## config.mk

```make
export PLATFORM = sky130hd
export DESIGN_NAME = multicycle_control
export DESIGN_NICKNAME = d
export VERILOG_FILES = /design/src/rtl/multicycle_control.sv
export SDC_FILE = /design/constraint.sdc
export NUM_CORES = 1
export LEC_CHECK = 0
export ABC_CLOCK_PERIOD_IN_PS = 2110
export CAP_MARGIN = 10
export CORE_UTILIZATION = 49
export DETAILED_ROUTE_END_ITERATION = 10
export PLACE_DENSITY = 0.8
export SLEW_MARGIN = 25
export SYNTH_ARGS = -nofsm -noshare
export SYNTH_HDL_FRONTEND = slang
export SYNTH_SLANG_ARGS = --single-unit
```

## constraint.sdc

```tcl
create_clock -name clock -period 2.11 [get_ports clock]
set_input_delay 0.422 -clock clock [delete_from_list [all_inputs] [get_ports clock]]
set_output_delay 0.422 -clock clock [all_outputs]
set_load 0.02 [all_outputs]
```

## src/rtl/multicycle_control.sv

```systemverilog
// ---------------------------------------------------------------------------
// multicycle_control
//   Multi-cycle control FSM for the 16-bit, 4-register MIPS-subset ISA.
//   Sequences FETCH / DECODE / EXECUTE / MEMORY / WRITEBACK over 3-5 cycles
//   per instruction against a single shared, variable-latency memory port.
//
//   Optional feature: define MCTL_HALT_EN to make opcode 1111 enter a
//   sticky HALT state (left only by reset). Without it, 1111 is illegal.
//
// Parameters
//   WAIT_LIMIT : max wait cycles in FETCH/MEMRD/MEMWR before abort (1..255)
//   CNT_W      : wait counter width, must hold WAIT_LIMIT
//
// Ports
//   clock      in   system clock, state updates on the falling edge
//   reset      in   synchronous active-high reset
//   op[3:0]    in   opcode from latched IR[15:12]
//   zero       in   ALU zero flag
//   mem_ready  in   memory access completes this cycle
//   pc_write   out  PC enable        ir_write   out  IR latch enable
//   i_or_d     out  addr sel 0=PC/1=ALUOut
//   mem_read   out  memory read      mem_write  out  memory write strobe
//   reg_write  out  RF write enable  reg_dst    out  0=IR[9:8], 1=IR[7:6]
//   mem_to_reg out  0=ALUOut, 1=MDR alu_src_a  out  0=PC, 1=A
//   alu_src_b  out  00=B 01=2 10=imm 11=imm<<1
//   alu_ctl    out  ALU op code
//   pc_source  out  0=ALU result, 1=ALUOut
//   illegal_op out  pulse on unsupported opcode
//   mem_err    out  pulse on memory timeout abort
//   halted     out  high in HALT
//   state[3:0] out  current state encoding (debug)
// ---------------------------------------------------------------------------
module multicycle_control #(
  parameter int WAIT_LIMIT = 15,
  parameter int CNT_W      = 8
) (
  input  logic       clock,
  input  logic       reset,
  input  logic [3:0] op,
  input  logic       zero,
  input  logic       mem_ready,
  output logic       pc_write,
  output logic       ir_write,
  output logic       i_or_d,
  output logic       mem_read,
  output logic       mem_write,
  output logic       reg_write,
  output logic       reg_dst,
  output logic       mem_to_reg,
  output logic       alu_src_a,
  output logic [1:0] alu_src_b,
  output logic [3:0] alu_ctl,
  output logic       pc_source,
  output logic       illegal_op,
  output logic       mem_err,
  output logic       halted,
  output logic [3:0] state
);

  typedef enum logic [3:0] {
    S_FETCH  = 4'd0,
    S_DECODE = 4'd1,
    S_MEMADR = 4'd2,
    S_MEMRD  = 4'd3,
    S_MEMWB  = 4'd4,
    S_MEMWR  = 4'd5,
    S_REXE   = 4'd6,
    S_RWB    = 4'd7,
    S_BRANCH = 4'd8,
    S_IEXE   = 4'd9,
    S_IWB    = 4'd10,
    S_HALT   = 4'd11
  } state_t;

  localparam logic [3:0] ALU_ADD  = 4'b0010;
  localparam logic [3:0] ALU_SUB  = 4'b0110;
  localparam logic [3:0] ALU_AND  = 4'b0000;
  localparam logic [3:0] ALU_OR   = 4'b0001;
  localparam logic [3:0] ALU_NOR  = 4'b1100;
  localparam logic [3:0] ALU_NAND = 4'b1101;
  localparam logic [3:0] ALU_SLT  = 4'b0111;

  localparam logic [CNT_W-1:0] LIMIT = CNT_W'(WAIT_LIMIT);

  state_t           cur;
  state_t           nxt;
  logic [CNT_W-1:0] wait_cnt;
  logic [CNT_W-1:0] cnt_next;
  logic             wait_state;
  logic             timeout;

  assign state = cur;

  // Next-state and wait-counter logic
  always_comb begin
    wait_state = (cur == S_FETCH) || (cur == S_MEMRD) || (cur == S_MEMWR);
    timeout    = wait_state && !mem_ready && (wait_cnt == LIMIT);
    nxt        = cur;
    case (cur)
      S_FETCH:  if (mem_ready) nxt = S_DECODE;
      S_DECODE: begin
        if (op <= 4'b0110)                      nxt = S_REXE;
        else if (op == 4'b0111)                 nxt = S_IEXE;
        else if (op == 4'b1000 || op == 4'b1001) nxt = S_MEMADR;
        else if (op == 4'b1010 || op == 4'b1011) nxt = S_BRANCH;
`ifdef MCTL_HALT_EN
        else if (op == 4'b1111)                 nxt = S_HALT;
`endif
        else                                    nxt = S_FETCH;
      end
      S_MEMADR: nxt = (op == 4'b1001) ? S_MEMWR : S_MEMRD;
      S_MEMRD:  if (mem_ready) nxt = S_MEMWB;
      S_MEMWR:  if (mem_ready) nxt = S_FETCH;
      S_REXE:   nxt = S_RWB;
      S_IEXE:   nxt = S_IWB;
      S_HALT:   nxt = S_HALT;
      default:  nxt = S_FETCH;
    endcase
    // A timeout abandons the access; a fetch timeout retries the same PC.
    if (timeout) nxt = S_FETCH;

    // Any state change (or a timeout re-entry into FETCH) restarts the count.
    if ((nxt != cur) || timeout)
      cnt_next = '0;
    else if (wait_state && !mem_ready)
      cnt_next = wait_cnt + CNT_W'(1);
    else
      cnt_next = wait_cnt;
  end

  // State register (falling edge)
  always_ff @(negedge clock) begin
    if (reset) begin
      cur      <= S_FETCH;
      wait_cnt <= '0;
    end else begin
      cur      <= nxt;
      wait_cnt <= cnt_next;
    end
  end

  // Moore output decode with mem_ready / zero / reset gating
  always_comb begin
    pc_write   = 1'b0;
    ir_write   = 1'b0;
    i_or_d     = 1'b0;
    mem_read   = 1'b0;
    mem_write  = 1'b0;
    reg_write  = 1'b0;
    reg_dst    = 1'b0;
    mem_to_reg = 1'b0;
    alu_src_a  = 1'b0;
    alu_src_b  = 2'b00;
    alu_ctl    = 4'b0000;
    pc_source  = 1'b0;
    illegal_op = 1'b0;
    mem_err    = timeout;
    halted     = 1'b0;
    case (cur)
      S_FETCH: begin
        mem_read  = 1'b1;
        alu_src_b = 2'b01;
        alu_ctl   = ALU_ADD;
        pc_write  = mem_ready;
        ir_write  = mem_ready;
      end
      S_DECODE: begin
        alu_src_b = 2'b11;
        alu_ctl   = ALU_ADD;
`ifdef MCTL_HALT_EN
        illegal_op = (op >= 4'b1100) && (op != 4'b1111);
`else
        illegal_op = (op >= 4'b1100);
`endif
      end
      S_MEMADR, S_IEXE: begin
        alu_src_a = 1'b1;
        alu_src_b = 2'b10;
        alu_ctl   = ALU_ADD;
      end
      S_MEMRD: begin
        mem_read = 1'b1;
        i_or_d   = 1'b1;
      end
      S_MEMWB: begin
        reg_write  = 1'b1;
        mem_to_reg = 1'b1;
      end
      S_MEMWR: begin
        i_or_d    = 1'b1;
        mem_write = !timeout;
      end
      S_REXE: begin
        alu_src_a = 1'b1;
        case (op)
          4'b0000: alu_ctl = ALU_ADD;
          4'b0001: alu_ctl = ALU_SUB;
          4'b0010: alu_ctl = ALU_AND;
          4'b0011: alu_ctl = ALU_OR;
          4'b0100: alu_ctl = ALU_NOR;
          4'b0101: alu_ctl = ALU_NAND;
          4'b0110: alu_ctl = ALU_SLT;
          default: alu_ctl = ALU_ADD;
        endcase
      end
      S_RWB: begin
        reg_write = 1'b1;
        reg_dst   = 1'b1;
      end
      S_IWB: reg_write = 1'b1;
      S_BRANCH: begin
        alu_src_a = 1'b1;
        alu_ctl   = ALU_SUB;
        pc_source = 1'b1;
        pc_write  = ((op == 4'b1010) && zero) || ((op == 4'b1011) && !zero);
      end
`ifdef MCTL_HALT_EN
      S_HALT: halted = 1'b1;
`endif
      default: ;
    endcase
    // Reset suppresses every side effect in the cycle it is applied.
    if (reset) begin
      pc_write   = 1'b0;
      ir_write   = 1'b0;
      mem_write  = 1'b0;
      reg_write  = 1'b0;
      illegal_op = 1'b0;
      mem_err    = 1'b0;
      halted     = 1'b0;
    end
  end

endmodule

```

==> results.yml, run 1 <==
place:
  placed_cells: 247
  hpwlAfterDp_um: 3300
  gp_congestion: 0.897
  io_buffer_count: 29
logic_synthesis:
  synthMuxAreaShare: 0.00832
  syn_area_sq_um: 1200
  syn_nets: 170
  yosysWarnings: 0
  synthFlopType: "dfxtp_1"
  synth_area_leaders: "dfxtp_1 (20%), nor2_1 (6.6%), xnor2_1 (4.4%)"
  synth_top_family_by_area: "simple AND/OR/NAND/NOR gates"
  yosys_register_bits: 12
  netlist.area_leader.share: 0.200
  yosysTopAreaCell: "dfxtp_1"
  ys_async_sr_fraction: 0
  ys_types: 54
  synth-adder-area-share: 0.0104
  synth.avg_cell_area_sq_um: 7.47
  synthSimpleGateAreaFrac: 0.374
  synth-xor-area-share: 0.0801
  ys_seq_area_frac: 0.200
  synth_compound_area_frac: 0.236
  synth_edf_count: 0
  synth_cells: 161
clock_network:
  ctsHoldBuffers: 0
  h-tree-depth: 1
  cts_buffer_depth: 2
  cts_sinks: 12
  numCtsBuffers: 3
  ctsRootBufferMaster: "clkbuf_4"
  ctsResizeCount: 188
  cts_setup_buffers: 17
die:
  ios: 31
  die_h_um: 51.5
  row_count: 17
  die_x_um: 51.5
  initial_core_util: 0.533
status:
  stop_stage: "4_1_cts"
  stop_error: "[ERROR DPL-0038] Utilization greater than 100%, impossible to legalize"
  status: "stopped before the end"
## kinds of logic after synthesis
kind of cell / Yosys count
simple gates: 80
compound gates: 38
buf+inv: 17
flops: 12
xor+xnor: 11
fa+ha+maj: 1
other cells: 1
mux: 1
## synth_stat cells (2+ instances only)
master and instances:
buf_2 4, o21ai_0 7, dfxtp_1 12, nor4_1 3, o22ai_1 3, xnor2_1 6, buf_4 2, nand2_1 11
o21ai_2 2, a21boi_0 2, and3_1 2, a21oi_1 7, inv_1 4, nand4_1 3, a31oi_1 2, nor3b_1 2
nand3_1 8, nand3b_1 2, nor2_1 21, a21oi_2 2, clkbuf_1 3, buf_6 4, nand2b_1 7, o21ai_1 2
and3b_1 2, nor3_1 6, xor2_1 5
## through the flow
step | setup TNS [ns] | setup WS (ns) | area [sq um] | hold slack, ns | util
after global placement | -29.18 | -1.12 | 2000 | 0.597 | 0.885
after detailed placement | -30.48 | -1.15 | 2000 | 0.628 | 0.885
after floorplan | -13.62 | -0.716 | 1510 | 0.490 | -
==> run 2: changes to the inputs <==
Settings changed: CORE_AREA set to 2 2 63 65, CORE_UTILIZATION 49 to unset, DIE_AREA set to 0 0 65 67, PLACE_DENSITY 0.8 to unset, PLACE_DENSITY_LB_ADDON set to 0.15.
==> run 2 against run 1 <==
  * Synthesized cell count unchanged
  * Synthesized area unchanged
  * The flow now finishes, with violations (negative setup slack)
==> results.yml, run 2 <==
logic_synthesis:
  yosysMostFrequentCell: "nor2_1"
  netlist.area_leader.share: 0.200
  ys_types: 54
  syn_area_sq_um: 1200
  synthMuxAreaShare: 0.00832
  synthSimpleGateAreaFrac: 0.374
  synthFlopType: "dfxtp_1"
  synth.avg_cell_area_sq_um: 7.47
  synth_edf_count: 0
  ys_seq_area_frac: 0.200
  syn_nets: 170
  yosysTopAreaCell: "dfxtp_1"
  ys_async_sr_fraction: 0
  synth_area_leaders: "dfxtp_1 (20%), nor2_1 (6.6%), xnor2_1 (4.4%)"
  synth_common_cells: "nor2_1 (21), dfxtp_1 (12), nand2_1 (11)"
  yosys_register_bits: 12
  synth-xor-area-share: 0.0801
  synth_top_family_by_area: "simple AND/OR/NAND/NOR gates"
  synth_compound_area_frac: 0.236
  synth-adder-area-share: 0.0104
  synth_cells: 161
  yosysWarnings: 0
hold_path:
  hold_path.startpoint: "wait_cnt[6]$_SDFFE_NP0P_"
  holdPathStages: 3
  hp-class: "reg2reg"
  min_to: "wait_cnt[6]$_SDFFE_NP0P_"
sta:
  slew_violations: 0
  finClkSkew_ns: 0.0319
  rsz0062_at_grt: "true"
  fin_setup_tns_ns: -18.31
  hold_viol_final: 0
  fin_ws_ns: -0.964
  hold_ws_ns: 0.625
  tightestPinTransition_ns: 0.498
  finalSetupViolCount: 33
  slew_headroom: 0.663
finish:
  largest_register: "wait_cnt"
  fin_nets: 278
  n_antenna_cell: 0
  layout-drive-gt1-share: 0.648
  largest_reg_flops: 8
  area_growth_pct: 122
  final_common_cell: "buf_4"
  mostFrequentLayoutCells: "buf_4 (52), buf_6 (42), inv_1 (14)"
critical_path:
  worstSetupEndpointType: "output pin"
  crit_top_cell: "buf_6"
  critPathRequiredTime_ns: 1.69
  crit_chain: "buf_6 -> nand3b_1 -> o21ai_2 -> a31oi_4 -> nor3b_4 -> buf_6"
  cp_slowest_stage_delay_ns: 0.37
  cp-startpoint: "state[0]$_SDFF_NP0_"
  path_class: "reg2out"
  r2r_slack_ns: 0.05
  crit_fanout: 4
  startpoint_type: "flip-flop"
  cpMaxStageDelayCell: "dfxtp_4"
  regToRegStartpoint: "state[1]$_SDFF_NP0_"
  cp.arrival_ns: 2.65
  r2r_end: "state[1]$_SDFF_NP0_"
  r2r.worst_path.cells: 10
power_and_ir_drop:
  p_per_area_nw_per_um2: 512
  vdd_ir_drop_max_v: 0.000343
  p_leak_uw: 0.00112
clock_network:
  h-tree-depth: 1
  numCtsBuffers: 3
  cts_buffer_depth: 2
  cts_sinks: 12
  path_clk_slew_ns: 0.07
  ctsHoldBuffers: 0
  clkLatencyLatePin_ns: 0.33
  cts_tree: "done"
  ctsRootBufferMaster: "clkbuf_8"
routing:
  wirelength_um: 4860
  wl_per_cell_um: 15.4
  postRouteAntennaNets: 0
  vias_per_cell: 5.14
  dr_total_vias: 1619
  drt-initial-drc-count: 55
  drc: 0
  first_pass_iters: 4
global_routing:
  grt_overflow: 0
  grt_max_degree: 19
  antenna_found_initial: 0
  grt_util_all_layers: 0.218
  grt_pass1_wl_um: 7280
  grt_pass1_vias: 1586
die:
  die_x_um: 65
  die_h_um: 67
  die_area_sq_um: 4360
  ios: 31
  row_count: 22
  initial_core_util: 0.333
  core_region_area_sq_um: 3610
place:
  hpwlAfterDp_um: 3080
  io_buffer_count: 29
  dp_slack_ns: -1.09
  gp_congestion: 0.903
job:
  maxCapViolations: 0
status:
  violations: "negative setup slack"
  status: "finished with violations"
==> run 2: cell counts after synthesis <==
No cell type changed its count.
==> run 2: logic make-up (layout without fill, tap and decap cells) <==
logic type | Yosys count | in the layout
other cells | 1 | 1
buf+inv | 17 | 123
xor+xnor | 11 | 11
simple gates | 80 | 80
flops | 12 | 12
compound gates | 38 | 38
mux | 1 | 1
fa+ha+maj | 1 | 1
==> run 2: area by class of cell <==
| class | instances | area, sq um |
|---|---|---|
| Sequential cell | 12 | 258 |
| Clock inverter | 12 | 45.0 |
| Fill cell | 267 | 932 |
| Multi-Input combinational cell | 132 | 1240 |
| Inverter | 3 | 13.8 |
| Tap cell | 48 | 60.1 |
| Timing Repair Buffer | 105 | 1020 |
| Clock buffer | 3 | 41.3 |
==> run 2: metal layers <==
layer,wire length [um],vias to the layer above,global-route usage
met5,0,-,0
met4,56,0,0.0824
met3,238,6,0.0473
met2,2540,50,0.367
met1,2020,779,0.271
li1,-,784,-
==> run 2: how the worst max path moves through the flow <==
stage,cells after the start,slack [ns],end
after global placement,6,-1.07,mem_err
after CTS,6,-0.97,mem_write
after detailed placement,4,-1.09,alu_ctl[3]
after floorplan,4,-0.72,alu_ctl[3]
final,6,-0.96,mem_write
after global routing,6,-1.03,mem_write
==> run 2: repair_timing <==
item                                    4_1_cts  5_1_grt
setup buffers                                15       15
endpoints found under the hold margin         0        0
cloned                                        0        1
pin swaps                                    32       22
endpoints found under the setup margin       34       34
gates resized for setup                     211       22
==> run 2: per-stage QoR <==
stage / cells / instance area, sq um / util / power, uW
final: 315 / 2670 / 0.741 / 1370
after global placement: 278 / 2090 / 0.580 / 874
after floorplan: 161 / 1510 / - / 683
after CTS: 305 / 2520 / 0.698 / 1270
after global routing: 315 / 2670 / 0.741 / 1460
after detailed placement: 278 / 2090 / 0.580 / 880
==> run 2: critical path: cells and delay by family, from the launching register on <==
family | cells | cell delay [ns]
compound gates | 2 | 0.30
simple gates | 2 | 0.33
buf+inv | 2 | 0.27
flops | 1 | 0.37
==> run 2: power by group <==
| group | internal [uW] | switching [uW] | leakage [uW] | total [uW] |
|---|---|---|---|---|
| Sequential | 240 | 20.4 | 0.000101 | 260 |
| Clock | 157 | 151 | 0.0000855 | 308 |
| Combinational | 418 | 383 | 0.000932 | 801 |
| Total | 815 | 554 | 0.00112 | 1370 |
No activity file was read; power rests on OpenSTA's default activity.
==> run 3: changes to the inputs <==
Settings changed: DONT_BUFFER_PORTS set to 1, TNS_END_PERCENT set to 100.
==> run 3 against run 2 <==
  * Sequential share of layout area increased by 1.2 points
  * Sequential power about the same
  * First-iteration DRC count increased by 7.3%
  * Largest cell class unchanged
  * Critical path type unchanged
  * Clock skew decreased by 0.022 ns
  * Largest power group unchanged
  * Count of clock-buffer cells in the layout unchanged
  * Worst setup slack improved by 0.080 ns
  * The flow still finishes with violations (negative setup slack)
  * Hold slack improved by 0.0076 ns
  * Highest routed layer unchanged
  * Non-clock buffer count decreased by 36
==> results.yml, run 3 (synthesis gave the netlist of run 2 again) <==
sta:
  finalSetupViolCount: 31
  fin_ws_ns: -0.884
  rsz0062_at_grt: "true"
  finClkSkew_ns: 0.00937
  fin_setup_tns_ns: -16.01
  hold_ws_ns: 0.632
  slew_violations: 0
  hold_viol_final: 0
die:
  row_count: 22
  initial_core_util: 0.333
  core_region_area_sq_um: 3610
  die_h_um: 67
  die_area_sq_um: 4360
  ios: 31
  die_x_um: 65
routing:
  wirelength_um: 4470
  dr_total_vias: 1470
  drc: 0
  wl_per_cell_um: 16.0
  first_pass_iters: 5
  postRouteAntennaNets: 0
  drt-initial-drc-count: 59
  vias_per_cell: 5.27
finish:
  final-instance-count-excl-fill: 279
  n_antenna_cell: 0
  layout-drive-gt1-share: 0.593
  mostFrequentLayoutCells: "buf_4 (38), buf_6 (23), inv_1 (14)"
  largest_reg_flops: 8
  area_growth_pct: 97.2
  largest_register: "wait_cnt"
  final_common_cell: "buf_4"
  multi_input_area_sq_um: 1230
  n_fill_cell: 271
  fin_nets: 242
  seqCellArea_sq_um: 258
status:
  status: "finished with violations"
  violations: "negative setup slack"
power_and_ir_drop:
  p_leak_uw: 0.000952
  p_per_area_nw_per_um2: 531
  power_uw: 1260
  vdd_ir_drop_max_v: 0.000395
critical_path:
  crit_fanout: 5
  path_class: "reg2out"
  cp.arrival_ns: 2.57
  critPathRequiredTime_ns: 1.69
  worstSetupEndpointType: "output pin"
  startpoint_type: "flip-flop"
place:
  io_buffer_count: 0
  placed_cells: 244
  gp_congestion: 0.814
  hpwlAfterDp_um: 2940
clock_network:
  cts_buffer_depth: 2
  clkLatencyLatePin_ns: 0.31
  cts_sinks: 12
  path_clk_slew_ns: 0.03
  ctsHoldBuffers: 0
  numCtsBuffers: 3
  h-tree-depth: 1
  cts_tree: "done"
  ctsRootBufferMaster: "clkbuf_8"
global_routing:
  grt_pass1_vias: 1394
  antenna_found_initial: 0
  grt_util_all_layers: 0.196
  grt_pass1_wl_um: 6620
  grt_max_degree: 19
  grt_overflow: 0
hold_path:
  hp-class: "reg2reg"
job:
  maxCapViolations: 0
==> run 3: cell count changes in the layout (fill, tap and decap cells not counted), sizes merged <==
cell,before,now
buf,102,67
bufbuf,0,1
clkdlybuf4s50,1,0
dlygate4sd2,1,0
==> run 3: report_power, final <==
group	leakage, uW	total (uW)	switching, uW	internal (uW)
Clock	0.0000855	294	137	157
Combinational	0.000765	702	343	359
Sequential	0.000101	263	22.5	240
==> run 3: path summary, 6_finish.rpt <==
check | from | end | slack [ns] | depth (start not counted)
hold / removal | wait_cnt[2]$_SDFFE_NP0P_ | wait_cnt[2]$_SDFFE_NP0P_ | 0.63 | 3
setup reg to reg | state[2]$_SDFF_NP0_ | state[1]$_SDFF_NP0_ | 0.25 | 9
setup / recovery | state[3]$_SDFF_NP0_ | alu_ctl[3] | -0.88 | 3
hold reg to reg | wait_cnt[2]$_SDFFE_NP0P_ | wait_cnt[2]$_SDFFE_NP0P_ | 0.63 | 3
==> run 3: layer usage <==
| layer | up-vias | wire length (um) | global-route usage |
|---|---|---|---|
| met3 | 5 | 251 | 0.0422 |
| met2 | 49 | 2300 | 0.334 |
| met1 | 707 | 1860 | 0.247 |
| met4 | 0 | 50 | 0.0585 |
| li1 | 709 | - | - |
| met5 | - | 0 | 0 |
==> run 3: cell type report <==
| cell class | instances | area share |
|---|---|---|
| Clock buffer | 3 | 0.0174 |
| Clock inverter | 12 | 0.0190 |
| Inverter | 3 | 0.00792 |
| Multi-Input combinational cell | 132 | 0.517 |
| Sequential cell | 12 | 0.109 |
| Tap cell | 48 | 0.0253 |
| Timing Repair Buffer | 69 | 0.304 |
==> run 3: what timing repair did <==
action | in CTS | in global routing
buffers inserted | 7 | 12
pin swaps | 13 | 14
hold endpoints to repair | 0 | 0
cloned | 1 | 1
setup endpoints to repair | 30 | 32
resized for setup | 34 | 39
==> run 3: critical path: stages (launching register included) <==
cell      delay (ns)
dfxtp_4         0.35
nand2b_4        0.14
or3_4           0.41
nor3b_4         0.30
==> run 3: stage by stage <==
step	util	cell area (sq um)	worst slack [ns]
final	0.658	2370	-0.884
after global routing	0.658	2370	-0.909
after detailed placement	0.492	1780	-0.567
after CTS	0.574	2070	-0.880
after global placement	0.492	1780	-0.553
after floorplan	-	1510	-0.716
